`config.mk`:
```
export PLATFORM = sky130hd
export DESIGN_NAME = sqrt_job_sequencer
export DESIGN_NICKNAME = d
export VERILOG_FILES = /design/src/rtl/sqrt_job_sequencer.sv
export SDC_FILE = /design/constraint.sdc
export NUM_CORES = 1
export LEC_CHECK = 0
export ABC_AREA = 1
export CAP_MARGIN = 20
export CORE_ASPECT_RATIO = 0.7
export CORE_MARGIN = 2
export CORE_UTILIZATION = 55
export CTS_BUF_LIST = sky130_fd_sc_hd__clkbuf_8
export CTS_CLUSTER_SIZE = 40
export DETAILED_ROUTE_END_ITERATION = 8
export MAX_ROUTING_LAYER = met4
export PLACE_DENSITY_LB_ADDON = 0.3
export SYNTH_ARGS = -nofsm -noshare
export SYNTH_HDL_FRONTEND = slang
export SYNTH_SLANG_ARGS = --single-unit
```
`constraint.sdc`:
```
create_clock -name clk -period 4.7 [get_ports clk]
set_input_delay 1.41 -clock clk [delete_from_list [all_inputs] [get_ports clk]]
set_output_delay 1.41 -clock clk [all_outputs]
set_load 0.02 [all_outputs]
```
`src/rtl/sqrt_job_sequencer.sv`:
```
// Job sequencer for the 6-bit iterative square-root engine: buffers operands in a small
// FIFO, runs one engine job at a time with a settle window and watchdog, returns results.
module sqrt_job_sequencer #(
  parameter int DATA_W  = 6,
  parameter int RES_W   = 3,
  parameter int DEPTH   = 4,
  parameter int SETTLE  = 2,
  parameter int TIMEOUT = 20
) (
  input  logic                   clk,
  input  logic                   reset,
  input  logic [DATA_W-1:0]      in_data,
  input  logic                   in_valid,
  output logic                   in_ready,
  output logic [DATA_W-1:0]      sq_data_in,
  output logic                   sq_start,
  input  logic [RES_W-1:0]       sq_result,
  input  logic                   sq_done,
  output logic [DATA_W-1:0]      out_operand,
  output logic [RES_W-1:0]       out_root,
  output logic                   out_valid,
  input  logic                   out_ready,
  output logic                   busy,
  output logic [$clog2(DEPTH):0] fifo_count,
  output logic                   timeout_err
);
  localparam int PTR_W = $clog2(DEPTH);
  localparam int CNT_W = PTR_W + 1;
  localparam int TMR_W = $clog2(TIMEOUT + SETTLE + 1);
  localparam logic [CNT_W-1:0] FULL_CNT     = CNT_W'(DEPTH);
  localparam logic [TMR_W-1:0] SETTLE_LAST  = TMR_W'(SETTLE - 1);
  localparam logic [TMR_W-1:0] TIMEOUT_LAST = TMR_W'(TIMEOUT - 1);

  typedef enum logic [2:0] {
    ST_IDLE      = 3'd0,
    ST_ISSUE     = 3'd1,
    ST_SETTLE    = 3'd2,
    ST_WAIT_DONE = 3'd3,
    ST_HOLD_OUT  = 3'd4
  } state_t;

  state_t            state_r, state_s;
  logic [DATA_W-1:0] mem_r [DEPTH];
  logic [PTR_W-1:0]  wr_ptr_r, rd_ptr_r;
  logic [CNT_W-1:0]  count_r, count_s;
  logic [TMR_W-1:0]  tmr_r, tmr_s;
  logic              push_s, pop_s, done_s, capture_s, drop_s;
  logic [DATA_W-1:0] cur_op_r, out_operand_r;
  logic [RES_W-1:0]  out_root_r;
  logic              sq_start_r, out_valid_r, busy_r, timeout_err_r;

  assign in_ready    = !reset && (count_r < FULL_CNT);
  assign push_s      = in_valid && in_ready;
  // A floating or unknown done line must never be taken as completion.
  assign done_s      = (sq_done === 1'b1);
  assign fifo_count  = count_r;
  assign sq_data_in  = cur_op_r;
  assign sq_start    = sq_start_r;
  assign out_operand = out_operand_r;
  assign out_root    = out_root_r;
  assign out_valid   = out_valid_r;
  assign busy        = busy_r;
  assign timeout_err = timeout_err_r;

  // Job FSM next-state, timer and pop/capture/drop strobes
  always_comb begin
    state_s   = state_r;
    tmr_s     = tmr_r;
    pop_s     = 1'b0;
    capture_s = 1'b0;
    drop_s    = 1'b0;
    case (state_r)
      ST_IDLE: begin
        if (count_r != '0) begin
          pop_s   = 1'b1;
          state_s = ST_ISSUE;
        end else begin
          state_s = ST_IDLE;
        end
      end
      ST_ISSUE: begin
        state_s = ST_SETTLE;
        tmr_s   = '0;
      end
      ST_SETTLE: begin
        if (tmr_r == SETTLE_LAST) begin
          state_s = ST_WAIT_DONE;
          tmr_s   = '0;
        end else begin
          tmr_s = tmr_r + TMR_W'(1);
        end
      end
      ST_WAIT_DONE: begin
        if (done_s) begin
          capture_s = 1'b1;
          state_s   = ST_HOLD_OUT;
        end else if (tmr_r == TIMEOUT_LAST) begin
          drop_s  = 1'b1;
          state_s = ST_IDLE;
        end else begin
          tmr_s = tmr_r + TMR_W'(1);
        end
      end
      ST_HOLD_OUT: begin
        if (out_ready) begin
          state_s = ST_IDLE;
        end else begin
          state_s = ST_HOLD_OUT;
        end
      end
      default: begin
        state_s = ST_IDLE;
      end
    endcase
  end

  // FIFO occupancy: simultaneous push and pop leave the count unchanged
  always_comb begin
    count_s = count_r;
    case ({push_s, pop_s})
      2'b10:   count_s = count_r + CNT_W'(1);
      2'b01:   count_s = count_r - CNT_W'(1);
      default: count_s = count_r;
    endcase
  end

  // FIFO storage, written at the tail on every accepted push
  always_ff @(posedge clk) begin
    if (push_s) begin
      mem_r[wr_ptr_r] <= in_data;
    end
  end

  // State, pointers and all registered outputs
  always_ff @(posedge clk) begin
    if (reset) begin
      state_r       <= ST_IDLE;
      tmr_r         <= '0;
      count_r       <= '0;
      wr_ptr_r      <= '0;
      rd_ptr_r      <= '0;
      cur_op_r      <= '0;
      sq_start_r    <= 1'b0;
      out_operand_r <= '0;
      out_root_r    <= '0;
      out_valid_r   <= 1'b0;
      busy_r        <= 1'b0;
      timeout_err_r <= 1'b0;
    end else begin
      state_r     <= state_s;
      tmr_r       <= tmr_s;
      count_r     <= count_s;
      sq_start_r  <= (state_s == ST_ISSUE);
      out_valid_r <= (state_s == ST_HOLD_OUT);
      busy_r      <= (state_s != ST_IDLE) || (count_s != '0);
      if (push_s) begin
        wr_ptr_r <= wr_ptr_r + PTR_W'(1);
      end
      // The popped operand stays on sq_data_in until the next job is popped.
      if (pop_s) begin
        cur_op_r <= mem_r[rd_ptr_r];
        rd_ptr_r <= rd_ptr_r + PTR_W'(1);
      end
      if (capture_s) begin
        out_operand_r <= cur_op_r;
        out_root_r    <= sq_result;
      end
      if (drop_s) begin
        timeout_err_r <= 1'b1;
      end
    end
  end

endmodule

```
==> flow_metrics.tcl, run 1 <==
set metrics [dict create \
    post_drt_wl_per_cell_um 14.1 \
    antenna_found_initial 0 \
    drt_iter0_markers 143 \
    cts_setup_buffers 0 \
    syn_area_um2 2510 \
    intPower_mw 1.02 \
    cts_tree "built" \
    switching_share_pct 37.5 \
    combPwrFrac_pct 33.8 \
    drv_slew 0 \
    root_buffer "clkbuf_8" \
    grt_pass1_wl_um 8890 \
    cp-end-kind "primary output" \
    io_pins 37 \
    r2r_slack_ps 2290 \
    vdd_drop_max_v 0.000282 \
    cts_resized 0 \
    cts_max_level 3 \
    drcViolationCount 0 \
    finalWeightedCongestion 0.898 \
    r2r-start "state_r[1]$_SDFF_PP0_" \
    hp-start "out_operand[3]$_SDFFE_PP0P_" \
    status "finished clean" \
    ys_ff_latch 58 \
    yosys_warnings 0 \
    die_height_um 60.5 \
    p_clk_share_pct 25.4 \
    hold_slack_ps 462 \
    die_w_um 84.7 \
    numCtsBuffers 9 \
    routed_wl_um 5390 \
    antenna_left 0 \
    min_path_cells 2 \
    cp-start-kind "input port" \
    path_max_fanout 2 \
    worstRegToRegCells 15 \
    p_per_area_nw_per_um2 532 \
    critPathKind "in2out" \
    drtPass1Iterations 4 \
    syn_inst 284 \
    vias 2046 \
    cp.arrival_ps 2580 \
    drive_above_1_share_pct 9.17 \
    total_leakage_power_nw 1.19 \
    ys_types 26 \
    fin_skew_ps 6.92 \
    synth_area_per_cell_um2 8.84 \
    netSwitchingPower_uw 612 \
    clk_latency_ps 340 \
    relSlewSlack_pct 57.6 \
    timing.rr.end "busy$_SDFF_PP0_" \
    seq_area_frac_synth_pct 55.8 \
    layout_common_cells "47 x nor2_1, 45 x nand2_1, 36 x clkdlybuf4s50_1, 34 x dfxtp_1, 27 x inv_1" \
    layout_commonest_cell "nor2_1" \
    finalSetupTns_ps 0 \
    clock_sinks 58 \
    initial_core_util_pct 57.6 \
    port_buffers 36 \
    fillers 346 \
    hpwl_um 3720 \
    fin_crit_ps 3990 \
    maxCapViolCount 0 \
    fmax_mhz 251 \
    cts_hold_buffers 0 \
    final_hold_viol_count 0 \
    layout.nets 344 \
    tightestPinTransition_ps 633 \
    cts_buffer_depth 2 \
    clk_pin_slew_ps 70 \
    detail_route.vias_per_cell 5.36 \
    worst_hold_path_type "reg2reg" \
    design.die.area_um2 5130 \
    areaGrowthSynthToFinish_pct 22.3 \
    finalCritPeriodShare_pct 84.8 \
    power_frac_seq_pct 40.8 \
    worstHoldEndpoint "out_operand[3]$_SDFFE_PP0P_" \
    grt_pass1_vias 1906 \
    grtUsageTotal_pct 24.2 \
    cp.required_ps 3290 \
    fin_util_pct 70.5 \
    rsz0062_at_grt "false" \
    core-area_um2 4350 \
    syn-num-nets 306 \
    grt_max_degree 23 \
    antenna_cells 0 \
    gr-total-overflow 0 \
    setup_viol 0 \
    fp-row-count 20 \
]
==> cells by family after synthesis <==
family	synth area share, %
simple gates	22.7
buf+inv	6.63
flops	55.8
compound gates	10.5
fa+ha+maj	4.29
==> through the flow <==
step                      power, mW  cell area [um2]  setup slack (ps)  std cells
after floorplan                1.05             2510              1570        284
after global placement         1.20             2890               723        366
after detailed placement       1.21             2890               718        366
after CTS                      1.64             3070               706        382
after global routing           1.75             3070               652        382
final                          1.63             3070               714        382
==> layout make-up <==
cell class	instances	area [um2]	share of cell area (%)
repair buffers	37	368	12.0
multi-input cells	187	942	30.7
flip-flops and latches	58	1400	45.7
clock inverters	5	28.8	0.938
well taps	55	68.8	2.24
inverters	29	109	3.55
clock buffers	11	151	4.93
==> layer usage <==
metal	global-route usage [%]	vias up	wire (um)
met5	-	-	0
met4	6.12	0	40
met3	9.39	4	494
met2	35.3	89	2290
met1	32.2	931	2570
li1	-	1022	-
==> state kept, by name, summed over array words and instances, names as in the netlist <==
signal       count
out_root         3
out_operand      6
fifo_count       3
sq_start         1
mem_r           24
out_valid        1
tmr_r            5
rd_ptr_r         2
state_r          3
timeout_err      1
wr_ptr_r         2
sq_data_in       6
busy             1
==> how the worst max path moves through the flow <==
| stage | start | to | slack (ps) | depth (start not counted) |
|---|---|---|---|---|
| final | reset | in_ready | 710 | 3 |
| after global routing | reset | in_ready | 650 | 3 |
| after CTS | reset | in_ready | 710 | 3 |
| after detailed placement | reset | in_ready | 720 | 3 |
| after global placement | reset | in_ready | 720 | 3 |
| after floorplan | reset | in_ready | 1570 | 1 |
==> worst max-delay path: stages <==
cell	delay, ps
clkdlybuf4s50_1	420
nor2_1	130
clkdlybuf4s50_1	620
==> power by group through the flow <==
stage / Sequential (mW) / Clock (mW) / Combinational [mW]
finish: 0.666 / 0.414 / 0.552
global route: 0.678 / 0.450 / 0.620
floorplan: 0.696 / 0 / 0.358
CTS: 0.666 / 0.422 / 0.548
global placement: 0.673 / 0 / 0.526
detailed placement: 0.676 / 0 / 0.539
==> synth_stat cells <==
cell type	n	area [um2]
a21oi_1	17	85.1
a21oi_2	3	26.3
buf_1	1	3.75
buf_2	4	20.0
buf_6	2	22.5
clkbuf_1	3	11.3
dfxtp_1	34	681
edfxtp_1	24	721
fa_1	1	20.0
ha_1	7	87.6
inv_1	26	97.6
inv_2	3	11.3
nand2_1	45	169
nand2_2	3	18.8
nand2_4	1	11.3
nand3_1	23	115
nand3_2	1	10.0
nand4_1	6	37.5
nor2_1	47	176
nor2_2	1	6.26
nor2_4	1	11.3
nor3_1	1	5.00
nor3_2	1	10.0
o21ai_0	22	110
o21ai_1	1	5.00
o22ai_1	6	37.5
(Power assumes the default switching activity.)
==> inputs of run 2 (changes only) <==
--- a/config.mk
+++ b/config.mk
@@ -9,7 +9,7 @@
 export CAP_MARGIN = 20
 export CORE_ASPECT_RATIO = 0.7
 export CORE_MARGIN = 2
-export CORE_UTILIZATION = 55
+export CORE_UTILIZATION = 50
 export CTS_BUF_LIST = sky130_fd_sc_hd__clkbuf_8
 export CTS_CLUSTER_SIZE = 40
 export DETAILED_ROUTE_END_ITERATION = 8
==> constraint.sdc (replaced) <==
create_clock -name clk -period 3.25 [get_ports clk]
set_input_delay 0.975 -clock clk [delete_from_list [all_inputs] [get_ports clk]]
set_output_delay 0.975 -clock clk [all_outputs]
set_load 0.02 [all_outputs]
==> run 2 against run 1 <==
Against the previous run:
- worst setup slack worse by 580 ps
- cell count is 4.2% higher
- sequential power is 45% higher
- routed wire length is 1.5% lower
- worst hold slack worse by 3.3 ps
- flip-flop and latch count stayed put
==> flow_metrics.tcl, run 2 (synthesis gave the netlist of run 1 again) <==
set metrics [dict create \
    critPathKind "in2out" \
    routed_wl_um 5310 \
    placed_area_um2 2920 \
    clk_latency_ps 340 \
    grt_pass1_vias 1933 \
    grtUsageTotal_pct 21.6 \
    drive_above_1_share_pct 9.12 \
    cts_setup_buffers 0 \
    layout.nets 346 \
    hpwl_um 3720 \
    initial_core_util_pct 52.2 \
    drtPass1Iterations 4 \
    fmax_mhz 320 \
    cts_hold_buffers 0 \
    cts_tree "built" \
    drt_iter0_markers 142 \
    antenna_left 0 \
    clk_pin_slew_ps 60 \
    fin_cells 398 \
    clock_sinks 58 \
    total_leakage_power_nw 1.20 \
    p_per_area_nw_per_um2 789 \
    core-area_um2 4810 \
    fillers 424 \
    areaGrowthSynthToFinish_pct 24.7 \
    post-place-ws_ps 128 \
    path_max_fanout 2 \
    tightestPinTransition_ps 641 \
    min_path_cells 2 \
    worstRegToRegCells 15 \
    finalCritPeriodShare_pct 96.0 \
    largest_reg_flops 24 \
    rsz0062_at_grt "false" \
    die_height_um 63.3 \
    post_drt_wl_per_cell_um 13.3 \
    final_hold_viol_count 0 \
    vdd_drop_max_v 0.000358 \
    fin_skew_ps 5.26 \
    numCtsBuffers 9 \
    fin_crit_ps 3120 \
    cp-start-kind "input port" \
    r2r_slack_ps 840 \
    layout_setup_ws_ps 129 \
    r2r-start "state_r[0]$_SDFF_PP0_" \
    register_area_um2 1400 \
    dp.cells 382 \
    root_buffer "clkbuf_8" \
    finalSetupTns_ps 0 \
    design.die.area_um2 5610 \
    layout_commonest_cell "nor2_1" \
    die_w_um 88.7 \
    antenna_found_initial 0 \
    gr-total-overflow 0 \
    worst_hold_path_type "reg2reg" \
    grt_max_degree 23 \
    grt_pass1_wl_um 8860 \
    port_buffers 36 \
    cts_max_level 3 \
    layout_common_cells "47 x nor2_1, 45 x nand2_1, 36 x clkdlybuf4s50_1, 34 x dfxtp_1, 26 x inv_1" \
    detail_route.vias_per_cell 5.19 \
    cts_buffer_depth 2 \
    drv_slew 0 \
    cp-end-kind "primary output" \
    fin_area_um2 3130 \
    fp-row-count 21 \
    status "finished clean" \
    antenna_cells 0 \
    vias 2065 \
    drcViolationCount 0 \
    timing.rr.end "busy$_SDFF_PP0_" \
    worstHoldEndpoint "out_root[2]$_SDFFE_PP0P_" \
    finalWeightedCongestion 0.857 \
    cts_resized 0 \
    relSlewSlack_pct 57.1 \
    cp.arrival_ps 2150 \
    multiInputGateArea_um2 942 \
    hp-start "out_root[2]$_SDFFE_PP0P_" \
    regMostFlops "mem_r" \
    io_pins 37 \
    setup_viol 0 \
    cp.required_ps 2270 \
    maxCapViolCount 0 \
]
-- run 2: changes by cell type in the layout (fill, tap and decap cells not counted) --
cell and delta:
buf_4 +2, bufinv_16 +2, clkbuf_8 -2, clkinv_1 +3, clkinv_2 -1, clkinv_4 -1
clkinvlp_4 +1, inv_1 -1, inv_4 -1
-- run 2: power by group --
part	leakage [nW]	switching [mW]	internal, mW
sequential	0.496	0.104	0.861
combinational	0.607	0.505	0.301
clock	0.102	0.275	0.422
-- run 2: worst max path at each step --
| stage | slack [ps] | endpoint | cells after the start | from |
|---|---|---|---|---|
| after floorplan | 560 | busy$_SDFF_PP0_ | 12 | reset |
| after global placement | 150 | in_ready | 3 | reset |
| after detailed placement | 130 | in_ready | 3 | reset |
| after CTS | 120 | in_ready | 3 | reset |
| after global routing | 60 | in_ready | 3 | reset |
| final | 130 | in_ready | 3 | reset |
-- run 2: per-stage QoR --
step | hold WS [ps] | util (%) | power [mW]
global route | 494 | 65.1 | 2.63
CTS | 463 | 65.1 | 2.47
finish | 459 | 65.1 | 2.47
floorplan | 482 | - | 1.52
global placement | 448 | 60.8 | 1.74
detailed placement | 453 | 60.8 | 1.78
-- run 2: worst max-delay path, cell delays in order --
cell and delay [ps]:
clkdlybuf4s50_1 420, nor2_1 130, clkdlybuf4s50_1 620
-- run 2: area by class of cell --
cell class              count  share of cell area (%)
inverters                  29                    3.48
multi-input cells         187                    30.1
well taps                  69                    2.76
clock inverters             7                    2.68
flip-flops and latches     58                    44.8
clock buffers               9                    3.96
repair buffers             39                    12.2
-- run 2: per-layer routing --
metal	global-route usage, %	share of wire [%]
met5	-	0
met2	29.6	44
met3	8.65	6.8
met4	7.39	1.4
met1	29.1	48
==> inputs of run 3 (changes only) <==
--- a/config.mk
+++ b/config.mk
@@ -7,9 +7,9 @@
 export LEC_CHECK = 0
 export ABC_AREA = 1
 export CAP_MARGIN = 20
-export CORE_ASPECT_RATIO = 0.7
+export CORE_ASPECT_RATIO = 0.8
 export CORE_MARGIN = 2
-export CORE_UTILIZATION = 50
+export CORE_UTILIZATION = 55
 export CTS_BUF_LIST = sky130_fd_sc_hd__clkbuf_8
 export CTS_CLUSTER_SIZE = 40
 export DETAILED_ROUTE_END_ITERATION = 8
==> constraint.sdc (replaced) <==
create_clock -name clk -period 3.1 [get_ports clk]
set_input_delay 0.93 -clock clk [delete_from_list [all_inputs] [get_ports clk]]
set_output_delay 0.93 -clock clk [all_outputs]
set_load 0.02 [all_outputs]
==> run 3 against run 2 <==
Against the previous run:
- flip-flop and latch count unchanged
- core utilization up 7.1 points
- non-clock buffer count unchanged
- sequential share of layout area grew 0.53 points
- first-iteration DRC count is 1.4% higher
- register-to-register slack lost 120 ps
- total power up 1.9%
- critical path type unchanged
- largest cell class unchanged
- largest power group unchanged
- highest routed layer unchanged
==> flow_metrics.tcl, run 3 (synthesis gave the netlist of run 1 again) <==
set metrics [dict create \
    regMostFlops "mem_r" \
    vias 2085 \
    antenna_cells 0 \
    power_mw 2.51 \
    cp.required_ps 2170 \
    drv_slew 0 \
    post_drt_wl_per_cell_um 14.5 \
    cp-end-kind "primary output" \
    die_w_um 79.5 \
    numCtsBuffers 9 \
    antenna_found_initial 0 \
    drt_iter0_markers 144 \
    grt_pass1_wl_um 9290 \
    grt_use_met1_pct 30.4 \
    finalCritPeriodShare_pct 85.7 \
    grt_max_degree 23 \
    layout_common_cells "47 x nor2_1, 45 x nand2_1, 35 x clkdlybuf4s50_1, 34 x dfxtp_1, 26 x inv_1" \
    cp.arrival_ps 1730 \
    r2r_slack_ps 720 \
    core-area_um2 4280 \
    met3_usage_pct 9.05 \
    final_hold_viol_count 0 \
    drive_above_1_share_pct 9.42 \
    clk_latency_ps 340 \
    io_pins 37 \
    use_met2_pct 38.6 \
    tightestPinTransition_ps 592 \
    dp.cells 370 \
    fmax_mhz 377 \
    fin_cells 386 \
    port_buffers 36 \
    detail_route.vias_per_cell 5.40 \
    gr-total-overflow 0 \
    largest_reg_flops 24 \
    hpwl_um 3730 \
    clock_sinks 58 \
    grtUsageTotal_pct 25.2 \
    status "finished clean" \
    fin_skew_ps 4.05 \
    multiInputGateArea_um2 942 \
    routed_wl_um 5590 \
    fin_crit_ps 2660 \
    setup_viol 0 \
    hold_slack_ps 460 \
    finalSetupTns_ps 0 \
    cp-start-kind "input port" \
    drtPass1Iterations 5 \
    fin_util_pct 72.2 \
    relSlewSlack_pct 60.4 \
    path_max_fanout 2 \
    antenna_left 0 \
    post-place-ws_ps 84.5 \
    layout.nets 346 \
    maxCapViolCount 0 \
    critPathKind "in2out" \
    cts_buffer_depth 2 \
    grt_pass1_vias 2038 \
    fp-row-count 21 \
    drcViolationCount 0 \
    layout_setup_ws_ps 444 \
    design.die.area_um2 5120 \
    areaGrowthSynthToFinish_pct 23.2 \
    root_buffer "clkbuf_8" \
    clk_pin_slew_ps 60 \
    cts_hold_buffers 0 \
    rsz0062_at_grt "false" \
    cts_max_level 3 \
    finalWeightedCongestion 0.859 \
    total_leakage_power_nw 1.21 \
    vdd_drop_max_v 0.000470 \
    fin_area_um2 3090 \
    register_area_um2 1400 \
    placed_area_um2 2910 \
    p_per_area_nw_per_um2 813 \
    die_height_um 64.4 \
    worst_hold_path_type "reg2reg" \
    initial_core_util_pct 58.6 \
    cts_tree "built" \
    busiest_layer "met2" \
    layout_commonest_cell "nor2_1" \
    fillers 318 \
]
==> run 3: worst paths after layout <==
path,start,to,cells after the start
min,out_root[2]$_SDFFE_PP0P_,out_root[2]$_SDFFE_PP0P_,2
min reg2reg,out_root[2]$_SDFFE_PP0P_,out_root[2]$_SDFFE_PP0P_,2
max reg2reg,state_r[0]$_SDFF_PP0_,busy$_SDFF_PP0_,15
max,reset,in_ready,3
==> run 3: cell type report <==
cell class	count	area share (%)
multi-input combinational	187	30.5
clock inverter	7	1.94
inverter	29	3.52
timing repair buffer	39	12.5
tap	57	2.31
sequential	58	45.3
clock buffer	9	4.00
==> run 3: repair_timing <==
item	in CTS	in global routing
setup endpoints to repair	0	1
buffers inserted	0	0
gates resized for setup	0	1
==> run 3: worst max-delay path: stages <==
cell	delay, ps
clkdlybuf4s50_1	430
nor2_1	130
dlymetal6s2s_1	240
==> run 3: report_power, final <==
| part | internal [mW] | switching (mW) |
|---|---|---|
| Sequential | 0.903 | 0.109 |
| Clock | 0.360 | 0.291 |
| Combinational | 0.317 | 0.535 |
==> run 3: per-layer routing <==
metal	share of wire (%)	wire length, um	up-vias
li1	-	-	1025
met3	7.5	418	13
met2	47	2640	93
met1	43	2400	954
met5	0	0	-
met4	2.2	125	0
